### config.mk
export PLATFORM = sky130hd
export DESIGN_NAME = multi_channel_read_buffer
export DESIGN_NICKNAME = d
export VERILOG_FILES = /design/src/rtl/multi_channel_read_buffer.sv
export SDC_FILE = /design/constraint.sdc
export NUM_CORES = 1
export LEC_CHECK = 0
export CAP_MARGIN = 10
export CORE_UTILIZATION = 35
export DETAILED_ROUTE_END_ITERATION = 7
export PLACE_DENSITY = 0.64
export SYNTH_ARGS = -nofsm -noshare
export SYNTH_HDL_FRONTEND = slang
export SYNTH_SLANG_ARGS = --single-unit
### constraint.sdc
create_clock -name sys_clk -period 3.7 [get_ports sys_clk]
set_input_delay 0.37 -clock sys_clk [delete_from_list [all_inputs] [get_ports sys_clk]]
set_output_delay 0.37 -clock sys_clk [all_outputs]
set_load 0.02 [all_outputs]
### src/rtl/multi_channel_read_buffer.sv
// Captures read_count serial bits from NUM_CH lines in lockstep. Each bit is taken on a read_sig strobe.
// Bits are stored MSB- or LSB-first. A capture ends normally when all bits are read, or early on abort or idle timeout.
module multi_channel_read_buffer #(
  parameter int BUF_SIZE       = 8,
  parameter int NUM_CH         = 2,
  parameter int TIMEOUT_CYCLES = 0,
  localparam int CTR_SIZE      = $clog2(BUF_SIZE + 1)
) (
  input  logic                       sys_clk,
  input  logic                       rst,
  input  logic                       start,
  input  logic                       abort,
  input  logic                       lsb_first,
  input  logic                       read_sig,
  input  logic [NUM_CH-1:0]          data_in,
  input  logic [CTR_SIZE-1:0]        read_count,
  output logic [NUM_CH*BUF_SIZE-1:0] data_out,
  output logic [CTR_SIZE-1:0]        bits_read,
  output logic                       busy,
  output logic                       done_sig,
  output logic                       timeout_flag,
  output logic                       abort_flag
);

  localparam int TW = (TIMEOUT_CYCLES > 0) ? $clog2(TIMEOUT_CYCLES + 1) : 1;
  localparam logic [CTR_SIZE-1:0] BUF_MAX = CTR_SIZE'(BUF_SIZE);
  localparam logic [TW-1:0]       T_LIMIT = TW'(TIMEOUT_CYCLES);
  localparam logic [TW-1:0]       T_SAT   = '1;

  typedef enum logic [1:0] {
    S_RESET = 2'd0,
    S_IDLE  = 2'd1,
    S_READ  = 2'd2
  } state_t;

  state_t                     state, state_next;
  logic [CTR_SIZE-1:0]        remaining;
  logic [TW-1:0]              tcnt;
  logic                       lsb_q;
  logic [NUM_CH*BUF_SIZE-1:0] data_cap;

  logic do_clear, do_start, do_finish, do_abort, do_timeout;
  logic do_capture, do_tick, do_illegal;

  always_comb begin
    state_next = S_RESET;
    do_clear   = 1'b0;
    do_start   = 1'b0;
    do_finish  = 1'b0;
    do_abort   = 1'b0;
    do_timeout = 1'b0;
    do_capture = 1'b0;
    do_tick    = 1'b0;
    do_illegal = 1'b0;
    case (state)
      S_RESET: begin
        do_clear   = 1'b1;
        state_next = S_IDLE;
      end
      S_IDLE: begin
        state_next = S_IDLE;
        if (start) begin
          do_start   = 1'b1;
          state_next = S_READ;
        end
      end
      S_READ: begin
        state_next = S_READ;
        if (abort) begin
          do_abort   = 1'b1;
          do_finish  = 1'b1;
          state_next = S_IDLE;
        end else if (remaining == '0) begin
          do_finish  = 1'b1;
          state_next = S_IDLE;
        end else if ((TIMEOUT_CYCLES != 0) && (tcnt == T_LIMIT)) begin
          do_timeout = 1'b1;
          do_finish  = 1'b1;
          state_next = S_IDLE;
        end else if (read_sig) begin
          do_capture = 1'b1;
        end else begin
          do_tick = 1'b1;
        end
      end
      default: begin
        do_illegal = 1'b1;
        state_next = S_RESET;
      end
    endcase
  end

  // LSB-first writes are matched against every in-range bit position, so no write can leave its slice.
  always_comb begin
    data_cap = data_out;
    for (int c = 0; c < NUM_CH; c++) begin
      if (lsb_q) begin
        for (int b = 0; b < BUF_SIZE; b++) begin
          if (bits_read == CTR_SIZE'(b)) data_cap[c*BUF_SIZE + b] = data_in[c];
        end
      end else begin
        data_cap[c*BUF_SIZE +: BUF_SIZE] = {data_out[c*BUF_SIZE +: BUF_SIZE-1], data_in[c]};
      end
    end
  end

  always_ff @(posedge sys_clk) begin
    if (rst) begin
      state        <= S_RESET;
      data_out     <= '0;
      bits_read    <= '0;
      remaining    <= '0;
      lsb_q        <= 1'b0;
      tcnt         <= '0;
      done_sig     <= 1'b0;
      busy         <= 1'b0;
      timeout_flag <= 1'b0;
      abort_flag   <= 1'b0;
    end else begin
      state <= state_next;
      if (do_clear || do_start) begin
        data_out     <= '0;
        bits_read    <= '0;
        tcnt         <= '0;
        timeout_flag <= 1'b0;
        abort_flag   <= 1'b0;
      end
      if (do_clear) begin
        done_sig <= 1'b1;
        busy     <= 1'b0;
      end
      if (do_start) begin
        lsb_q     <= lsb_first;
        remaining <= (read_count > BUF_MAX) ? BUF_MAX : read_count;
        done_sig  <= 1'b0;
        busy      <= 1'b1;
      end
      if (do_finish) begin
        done_sig <= 1'b1;
        busy     <= 1'b0;
      end
      if (do_abort)   abort_flag   <= 1'b1;
      if (do_timeout) timeout_flag <= 1'b1;
      if (do_capture) begin
        data_out  <= data_cap;
        remaining <= remaining - CTR_SIZE'(1);
        bits_read <= bits_read + CTR_SIZE'(1);
        tcnt      <= '0;
      end
      if (do_tick && (tcnt != T_SAT)) tcnt <= tcnt + TW'(1);
      if (do_illegal) begin
        done_sig <= 1'b0;
        busy     <= 1'b0;
      end
    end
  end

endmodule

Word level (Yosys, flattened, before mapping)
Index checks and enable logic that the tools add are counted.
Word-level totals
  bits in registers: 30
  output and inout bits: 24
  bits of input ports: 12
Operators by class
  muxes and demuxes: 48
  reduce and logical (&&, ||, !) cells: 20
  order comparisons: 1
  bitwise gates (word level): 1
  equality and inequality tests: 17
  add/subtract/negate cells: 2
Operators by type and width (count)
  $mux W1: 35
  $mux W16: 2
  $ne A3 B2 Y1 const B: 8
  $mux W4: 5
  $eq A4 B3 Y1 const B: 4
  $mux W8: 2
  $reduce_and A2 Y1: 8
  $eq A4 B2 Y1 const B: 2
  $logic_not A4 Y1: 2
  $reduce_bool A2 Y1: 4
  $mux W2: 3
  $pmux W2 S3: 1
  $reduce_or A3 Y1: 2
  $add A4 B1 Y4 const B: 1
  $eq A4 B1 Y1 const B: 1
  $gt A4 B4 Y1 const B: 1
  $sub A4 B1 Y4 const B: 1
  $reduce_bool A3 Y1: 1
  $eq A2 B1 Y1 const B: 1
  $eq A2 B2 Y1 const B: 1
  $logic_not A2 Y1: 1
  $reduce_or A2 Y1: 1
  $logic_or A1 B1 Y1: 1
  $not A1 Y1: 1

Longest topological paths before layout
Gate-level depths: netlist of the first run.
  word-level depth: 6
  gate-level depth with buffers: 8
  mapped depth without buffers: 6

Least setup slack after synthesis of the first run
OpenSTA, ideal clock, no wires.
  path type: register to register
  start point: register bits_read[0]
  end point: register data_out[11]
  arrival time: 1.492 ns
  path buffers: 0
  cell stages (with the launch flop): 5
  clock period less this slack: 1.623 ns
  setup time: 0.130 ns
  setup slack: 2.077 ns
  cells stage by stage: dfxtp_1 ha_1 or3b_2 a31oi_1 o31ai_1
On the way
  word-level cells in the longest chain between the ends: 3
RTL lines
  start: declaration: RTL line 18  | output logic [CTR_SIZE-1:0] bits_read,
  start signal: assignment: RTL line 147  | bits_read <= bits_read + CTR_SIZE'(1);
  $eq A4 B2 Y1: RTL line 99  | if (bits_read == CTR_SIZE'(b)) data_cap[c*BUF_SIZE + b] = data_in[c];
  $ne A3 B2 Y1 (no source line)
  $reduce_and A2 Y1 (no source line)
  end signal: assignment: RTL line 145  | data_out <= data_cap;
  end: declaration: RTL line 17  | output logic [NUM_CH*BUF_SIZE-1:0] data_out,
Every way passes these cells.
A chain may end at the register's enable or synchronous reset.

Final worst setup path of the first run
  start point: register remaining[0]
  end point: register data_out[8]
On the way
  word-level cells in the longest chain between the ends: 6
  elaborated cells between the ends (all ways): 8
  those cells by class: eq/ne (1); mux (4); reduce/logical (3)
RTL lines
  start: declaration: RTL line 37  | logic [CTR_SIZE-1:0] remaining;
  start signal: assignment: RTL line 134  | remaining <= (read_count > BUF_MAX) ? BUF_MAX : read_count;
  start signal: assignment: RTL line 146  | remaining <= remaining - CTR_SIZE'(1);
  $logic_not A4 Y1 (*): RTL line 73  | end else if (remaining == '0) begin
  $mux W1 (*): RTL line 73
  $mux W1 (*): RTL line 69  | if (abort) begin
  $mux W1 (*): RTL line 55  | case (state)
  $ne A3 B2 Y1 (no source line) or $reduce_bool A2 Y1 (tied branches)
  $reduce_and A2 Y1 (no source line)
Mark *: on every way between the ends. The rest lies on a longest branch, timed or not.

==> results of run 1 <==
-- synth_stat cells, drive strengths merged (2+ instances only) --
library cell / instances / area share (%)
o21ai: 21 / 6.3
a31oi: 9 / 3.4
or3: 2 / 0.76
or2: 2 / 0.76
clkbuf: 8 / 1.8
mux2i: 3 / 1.8
dfxtp: 30 / 36
ha: 5 / 3.8
buf: 8 / 3.1
nor3b: 2 / 1.2
o31ai: 10 / 4.5
or3b: 4 / 2.3
inv: 20 / 4.5
a21oi: 9 / 2.7
a211oi: 3 / 1.7
nand3: 6 / 1.8
nor2: 10 / 2.3
nor2b: 2 / 0.76
nand2: 23 / 5.4
nand3b: 5 / 2.5
nor3: 2 / 0.60
nand4: 14 / 5.3
-- state kept, by name, summed over array words and instances, names as in the netlist --
| name | count |
|---|---|
| data_out | 16 |
| bits_read | 4 |
| remaining | 4 |
| state | 2 |
| abort_flag | 1 |
| busy | 1 |
| done_sig | 1 |
| lsb_q | 1 |
-- cell usage in the layout, fill, tap and decap left out, types with 2 or more instances in the layout --
cell type / n
sky130_fd_sc_hd__inv_1: 20
sky130_fd_sc_hd__nand4_1: 14
sky130_fd_sc_hd__or3_1: 2
sky130_fd_sc_hd__a21oi_1: 9
sky130_fd_sc_hd__clkdlybuf4s50_1: 34
sky130_fd_sc_hd__a31oi_1: 9
sky130_fd_sc_hd__clkbuf_8: 6
sky130_fd_sc_hd__o21ai_0: 20
sky130_fd_sc_hd__o31ai_1: 10
sky130_fd_sc_hd__nand3_1: 6
sky130_fd_sc_hd__buf_4: 2
sky130_fd_sc_hd__nor2b_1: 2
sky130_fd_sc_hd__dfxtp_1: 30
sky130_fd_sc_hd__ha_1: 5
sky130_fd_sc_hd__nand3b_1: 4
sky130_fd_sc_hd__or3b_2: 3
sky130_fd_sc_hd__nand2_1: 22
sky130_fd_sc_hd__mux2i_1: 3
sky130_fd_sc_hd__or2_2: 2
sky130_fd_sc_hd__a211oi_1: 2
sky130_fd_sc_hd__nor2_1: 10
sky130_fd_sc_hd__nor3_1: 2
-- worst max-delay path: cells and delay by family, from the launching register on --
kind	cells	cell delay (ns)
AO/OA/AOI/OAI	2	0.62
AND/OR/NAND/NOR	1	0.41
flip-flops	1	0.32
adder cells (fa/ha/maj)	1	0.18
multiplexers	1	0.18
buffers and inverters	1	0.07
-- path summary, 6_finish.rpt --
path	from	depth (start not counted)	end	slack (ns)
worst max-delay path	remaining[0]$_SDFFE_PP0P_	6	data_out[8]$_SDFFE_PP0P_	1.78
worst min-delay path	done_sig$_SDFFE_PP0P_	2	done_sig$_SDFFE_PP0P_	0.46
worst max register to register	remaining[0]$_SDFFE_PP0P_	6	data_out[8]$_SDFFE_PP0P_	1.78
worst min register to register	done_sig$_SDFFE_PP0P_	2	done_sig$_SDFFE_PP0P_	0.46
-- power breakdown --
group          switching [mW]  leakage (nW)  internal [mW]
clock                   0.125        0.0482          0.150
sequential             0.0102         0.243          0.329
combinational          0.0413         0.412         0.0346
-- per-layer routing --
metal / routed length [um] / track usage, %
met5: 0 / 0
met1: 1770 / 18.8
met2: 1720 / 26.0
met3: 179 / 3.85
met4: 81 / 7.78
-- cell type report --
type | count | share of cell area [%]
multi-input combinational | 144 | 43.1
clock inverter | 1 | 0.240
inverter | 20 | 3.60
sequential | 30 | 28.8
clock buffer | 7 | 4.14
timing repair buffer | 36 | 17.0
tap | 52 | 3.12
-- cell families (layout without fill, tap and decap cells) --
group	Yosys count	in the layout	synth area share, %
DFF	30	30	36.3
buffers and inverters	36	64	9.45
muxes	3	3	1.81
AOI/OAI and AO/OA	60	60	23.1
other	1	1	0.227
and+or+nand+nor	75	75	25.4
adders and majority gates	5	5	3.78
-- through the flow --
step,setup WS [ns],hold WS [ns],std cells,util (%)
finish,1.78,0.456,290,46.9
global route,1.64,0.484,290,46.9
CTS,1.76,0.463,290,46.9
detailed placement,1.58,0.452,282,44.9
global placement,1.62,0.449,282,44.9
floorplan,2.08,0.473,210,-
==> out/results.md, run 1 <==
| Stage | Parameter | This run |
|---|---|---|
| setup path | Delay contributed by the slowest stage of the critical path | 0.46 ns |
| setup path | Cell with the largest stage delay on the worst path | sky130_fd_sc_hd__a2bb2oi_2 |
| global routing | Wire length of the first global-routing pass | 6.14 mm |
| detailed routing | DRT iter0 DRCs | 122 |
| synth | Number of warning messages in the yosys log | 0 |
| status | Result of the run | complete, but fails checks |
| cts | Clock latency at the later pin of the worst-skew pair | 0.29 ns |
| cells and area | Area Growth Syn to Fin | 26.0% |
| detailed routing | Avg Vias per Cell | 5.44 |
| timing | Worst-case headroom to the max-slew limit | 42.0% |
| cells and area | Layout cells sized above 1 | 8.82% |
| cells and area | Area of the multi-input gates | 898 sq um |
| timing | Final worst clock skew | 0.00423 ns |
| synth | Syn Inst Count | 210 |
| floorplanning | Number of primary I/O pins | 36 |
| timing | Post-layout min period | 1.92 ns |
| synth | Number of nets produced by synthesis | 227 |
| floorplanning | Effective utilization at floorplan | 37.2% |
| global routing | Global-route congestion overflow total | 0 |
| cts | Root buffer cell | sky130_fd_sc_hd__clkbuf_8 |
| cts | Maximum number of buffers from clock root to sink | 2 |
| timing | Fraction of the cycle the final worst path needs | 51.8% |
| timing | Achievable Freq | 0.522 GHz |
| setup path | Maximum fanout encountered on the critical timing path | 11 |
| cts | Register clock-pin slew on the reported worst setup and hold paths | 0.06 ns |
| timing | Endpoints failing hold | 0 |
| global routing | Maximum number of pins on one net before global-route repair | 33 |
| cells and area | Design area | 2090 sq um |
| detailed routing | Aggregate routed wire length | 3.75 mm |
| detailed routing | Drt pass-1 iters | 8 |
| timing | Worst Max-Slew Pin Slew | 0.869 ns |
| status | Violated checks | DRC |
| global routing | Number of antenna violations at the first check in global routing | 0 |
| cts | Clock sinks | 30 |
| global routing | Via count of the first global-routing pass | 1389 |
| place | Last weighted congestion value of the routability-driven placer | 0.746 |
| cells and area | Net count reported at finish | 254 |
| timing | Unrepaired setup endpoints after global routing | false |
| cells and area | Reg area | 601 sq um |
| power and ir drop | Worst ir drop on vdd | 0.192 mV |
| power and ir drop | Total Power Consumption | 689 uW |
| synth | Syn Area/Cell | 7.88 sq um |
| cts | Number of buffers created by CTS | 5 |
| setup path | Critical Path Start Type | flip-flop |
| detailed routing | Routed vias | 1577 |
| synth | Async set-or-reset flop fraction in the synthesized netlist | 0% |
| detailed routing | Antenna viol nets, final | 0 |
| floorplanning | Core region area | 4440 sq um |
| detailed routing | DRC Markers | 10 |
| setup path | Endpoint required time on the critical path | 3.86 ns |
| synth | Flip-flop and latch count after synthesis | 30 |
| cts | Cells resized by post-CTS repair | 0 |
| power and ir drop | Power density relative to cell area | 330 nW/um^2 |
| synth | Number of synthesized flops with an enable pin | 0 |
| place | Half-perimeter wire length after placement | 2.60 mm |
| synth | Most instantiated flip-flop cell in the synthesis netlist | sky130_fd_sc_hd__dfxtp_1 |
| timing | Fin Setup TNS | 0 ns |
| floorplanning | Die height | 70.8 um |
| synth | Cell variety after synth | 42 |
| cts | Htree depth | 2 |
| setup path | Worst path arrival time | 2.08 ns |
| setup path | Category of the worst setup path capture point | flip-flop |
| floorplanning | Num rows | 24 |
| place | Count of input and output buffers | 34 |
| flow run | Number of violations of the max-capacitance limit | 0 |
| global routing | Total track usage | 15.6% |
| timing | Number of setup violations in the final report | 0 |
| synth | Register area share after synthesis | 36.3% |
| synth | Netlist area before placement | 1660 sq um |
| detailed routing | Detailed-route wire length per cell | 12.9 um |
| worst hold path | Worst min path class | reg -> reg |
| timing | Final slew viol count | 0 |
| place | Placement Cell Area | 1990 sq um |
| cts | Post-CTS Repair Setup Buffers | 0 |
| setup path | Critical path class | reg -> reg |
| cts | Post-cts hold buffer count | 0 |
| floorplanning | Die Span X | 70.8 um |
| cells and area | Filler Cell Count | 462 |
| cells and area | N_diodes | 0 |
| floorplanning | Die area | 5010 sq um |
| setup path | Critical path cell sequence | inv_1, ha_1, or3b_4, a2bb2oi_2, a31oi_1, mux2i_1 |
| cts | CTS tree | built |
| power and ir drop | Pleak | 0.703 nW |
Note: power is estimated with default switching activity, not from simulation.
==> run 2, diff against run 1 <==
clock period = 1.8 ns   (was 3.7 ns; I/O delays follow)
==> out/results.md, run 2 (same netlist as run 1, synthesis figures left out) <==
| Stage | Parameter | This run |
|---|---|---|
| place | Cells after DPL | 290 |
| global routing | Total track usage | 16.7% |
| global routing | Global-route congestion overflow total | 0 |
| detailed routing | Routed vias | 1604 |
| timing | Final slew viol count | 0 |
| cts | Maximum number of buffers from clock root to sink | 2 |
| floorplanning | Die height | 70.8 um |
| cts | Post-cts hold buffer count | 0 |
| cts | Htree depth | 2 |
| worst hold path | Worst min path class | reg -> reg |
| setup path | Critical Path Start Type | flip-flop |
| cells and area | Net count reported at finish | 264 |
| global routing | Maximum number of pins on one net before global-route repair | 30 |
| timing | Worst path setup slack after routing | 0.0982 ns |
| cts | Number of buffers created by CTS | 5 |
| setup path | Maximum fanout encountered on the critical timing path | 11 |
| detailed routing | Antenna viol nets, final | 0 |
| cells and area | Most common cell after layout, fill and taps aside | sky130_fd_sc_hd__clkdlybuf4s50_1 |
| cells and area | Cell Count, Final, Fillers Out | 300 |
| place | Half-perimeter wire length after placement | 2.78 mm |
| floorplanning | Effective utilization at floorplan | 37.2% |
| timing | Unrepaired setup endpoints after global routing | false |
| setup path | Endpoint required time on the critical path | 2.01 ns |
| floorplanning | Number of primary I/O pins | 36 |
| setup path | Register-to-register setup slack | 0.1 ns |
| cells and area | Final core utilization | 50.1% |
| power and ir drop | Total Power Consumption | 1.53 mW |
| detailed routing | Drt pass-1 iters | 6 |
| setup path | Worst path arrival time | 1.91 ns |
| cells and area | Most frequent cells in the layout | sky130_fd_sc_hd__clkdlybuf4s50_1, sky130_fd_sc_hd__dfxtp_1, sky130_fd_sc_hd__nand2_1, sky130_fd_sc_hd__o21ai_0, sky130_fd_sc_hd__inv_1 |
| global routing | Via count of the first global-routing pass | 1454 |
| cts | Root buffer cell | sky130_fd_sc_hd__clkbuf_8 |
| detailed routing | Aggregate routed wire length | 4.02 mm |
| setup path | Cell with the largest stage delay on the worst path | sky130_fd_sc_hd__dfxtp_1 |
| detailed routing | Detailed-route wire length per cell | 13.4 um |
| power and ir drop | Pleak | 0.774 nW |
| detailed routing | Avg Vias per Cell | 5.35 |
| cts | Clock latency at the later pin of the worst-skew pair | 0.29 ns |
| floorplanning | Die area | 5010 sq um |
| global routing | Number of antenna violations at the first check in global routing | 0 |
| cells and area | Area Growth Syn to Fin | 34.5% |
| cts | Clock sinks | 30 |
| cells and area | Max FFs per register | 16 |
| floorplanning | Core region area | 4440 sq um |
| setup path | Delay contributed by the slowest stage of the critical path | 0.55 ns |
| floorplanning | Num rows | 24 |
| setup path | Category of the worst setup path capture point | flip-flop |
| timing | Fin Setup TNS | 0 ns |
| detailed routing | DRC Markers | 11 |
| detailed routing | DRT iter0 DRCs | 109 |
| power and ir drop | Worst ir drop on vdd | 0.395 mV |
| setup path | Critical path class | reg -> reg |
| power and ir drop | Power density relative to cell area | 686 nW/um^2 |
| timing | Fraction of the cycle the final worst path needs | 94.5% |
| timing | Number of setup violations in the final report | 0 |
| place | Count of input and output buffers | 34 |
| flow run | Number of violations of the max-capacitance limit | 0 |
| setup path | Critical path cell sequence | and4bb_2, a2bb2oi_4, buf_6, buf_4, a31oi_2, mux2i_1 |
| cells and area | N_diodes | 0 |
| cts | CTS tree | built |
| cells and area | Layout cells sized above 1 | 14.5% |
| status | Violated checks | DRC |
| timing | Achievable Freq | 0.588 GHz |
| status | Result of the run | complete, but fails checks |
| place | Last weighted congestion value of the routability-driven placer | 0.750 |
| timing | Post-layout min period | 1.70 ns |
| cells and area | Registers with the most flip-flops | data_out (16), bits_read (4), remaining (4) |
| timing | Final worst clock skew | 0.00527 ns |
| floorplanning | Die Span X | 70.8 um |
| global routing | Wire length of the first global-routing pass | 6.58 mm |
| place | Worst-case setup slack after placement | 0.0153 ns |
| cells and area | Register ranked first by flip-flop count | data_out |
| cts | Register clock-pin slew on the reported worst setup and hold paths | 0.06 ns |
| cells and area | Filler Cell Count | 449 |
| timing | Endpoints failing hold | 0 |
run 2: cell count changes in the layout (fill, tap and decap cells not counted), moves of 2 or more:
cell,before,now
sky130_fd_sc_hd__buf_6,0,2
sky130_fd_sc_hd__buf_4,2,9
sky130_fd_sc_hd__a31oi_2,0,2
sky130_fd_sc_hd__clkbuf_8,6,8
sky130_fd_sc_hd__a31oi_1,9,7
run 2: timing repair:
action                                  CTS  global route
buffers inserted                          0             1
endpoints found under the setup margin    1             9
pin swaps                                 0             3
gates cloned                              0             1
resized for setup                         1             8
run 2: report_power, final:
| group | switching [mW] | internal [mW] | total, mW |
|---|---|---|---|
| sequential | 0.0158 | 0.675 | 0.691 |
| clock | 0.258 | 0.386 | 0.644 |
| combinational | 0.102 | 0.0915 | 0.194 |
| total | 0.376 | 1.15 | 1.53 |
run 2: path summary, 6_finish.rpt:
check                         from                       end  cells past startpoint
min          done_sig$_SDFFE_PP0P_     done_sig$_SDFFE_PP0P_                      2
min reg2reg  done_sig$_SDFFE_PP0P_     done_sig$_SDFFE_PP0P_                      2
max reg2reg    state[1]$_SDFF_PP0_  data_out[0]$_SDFFE_PP0P_                      6
max            state[1]$_SDFF_PP0_  data_out[0]$_SDFFE_PP0P_                      6
run 2: stage by stage:
| step | instance area [sq um] | hold slack [ns] |
|---|---|---|
| floorplan | 1660 | 0.283 |
| global placement | 2050 | 0.445 |
| detailed placement | 2050 | 0.448 |
| CTS | 2170 | 0.461 |
| finish | 2230 | 0.458 |
| global route | 2230 | 0.473 |
run 2: worst max-delay path: cells and delay by family (launching register included):
| kind | cells | cell delay, ns |
|---|---|---|
| muxes | 1 | 0.21 |
| buffers and inverters | 2 | 0.26 |
| AOI/OAI and AO/OA | 2 | 0.27 |
| DFF | 1 | 0.55 |
| and+or+nand+nor | 1 | 0.34 |
run 2: area by class of cell:
class                           instances  area, sq um  share of cell area, %
Timing Repair Buffer                   46          435                   19.6
Inverter                               20         75.1                   3.37
Multi-Input combinational cell        144          941                   42.2
Tap cell                               52         65.1                   2.92
Sequential cell                        30          601                   27.0
Clock buffer                            8          110                   4.94
run 2: layer usage:
layer / up-vias / wire [um] / track usage (%)
li1: 823 / - / -
met1: 726 / 1920 / 20.3
met2: 49 / 1860 / 27.4
met3: 6 / 191 / 4.27
met4: 0 / 57 / 8.22
met5: - / 0 / 0
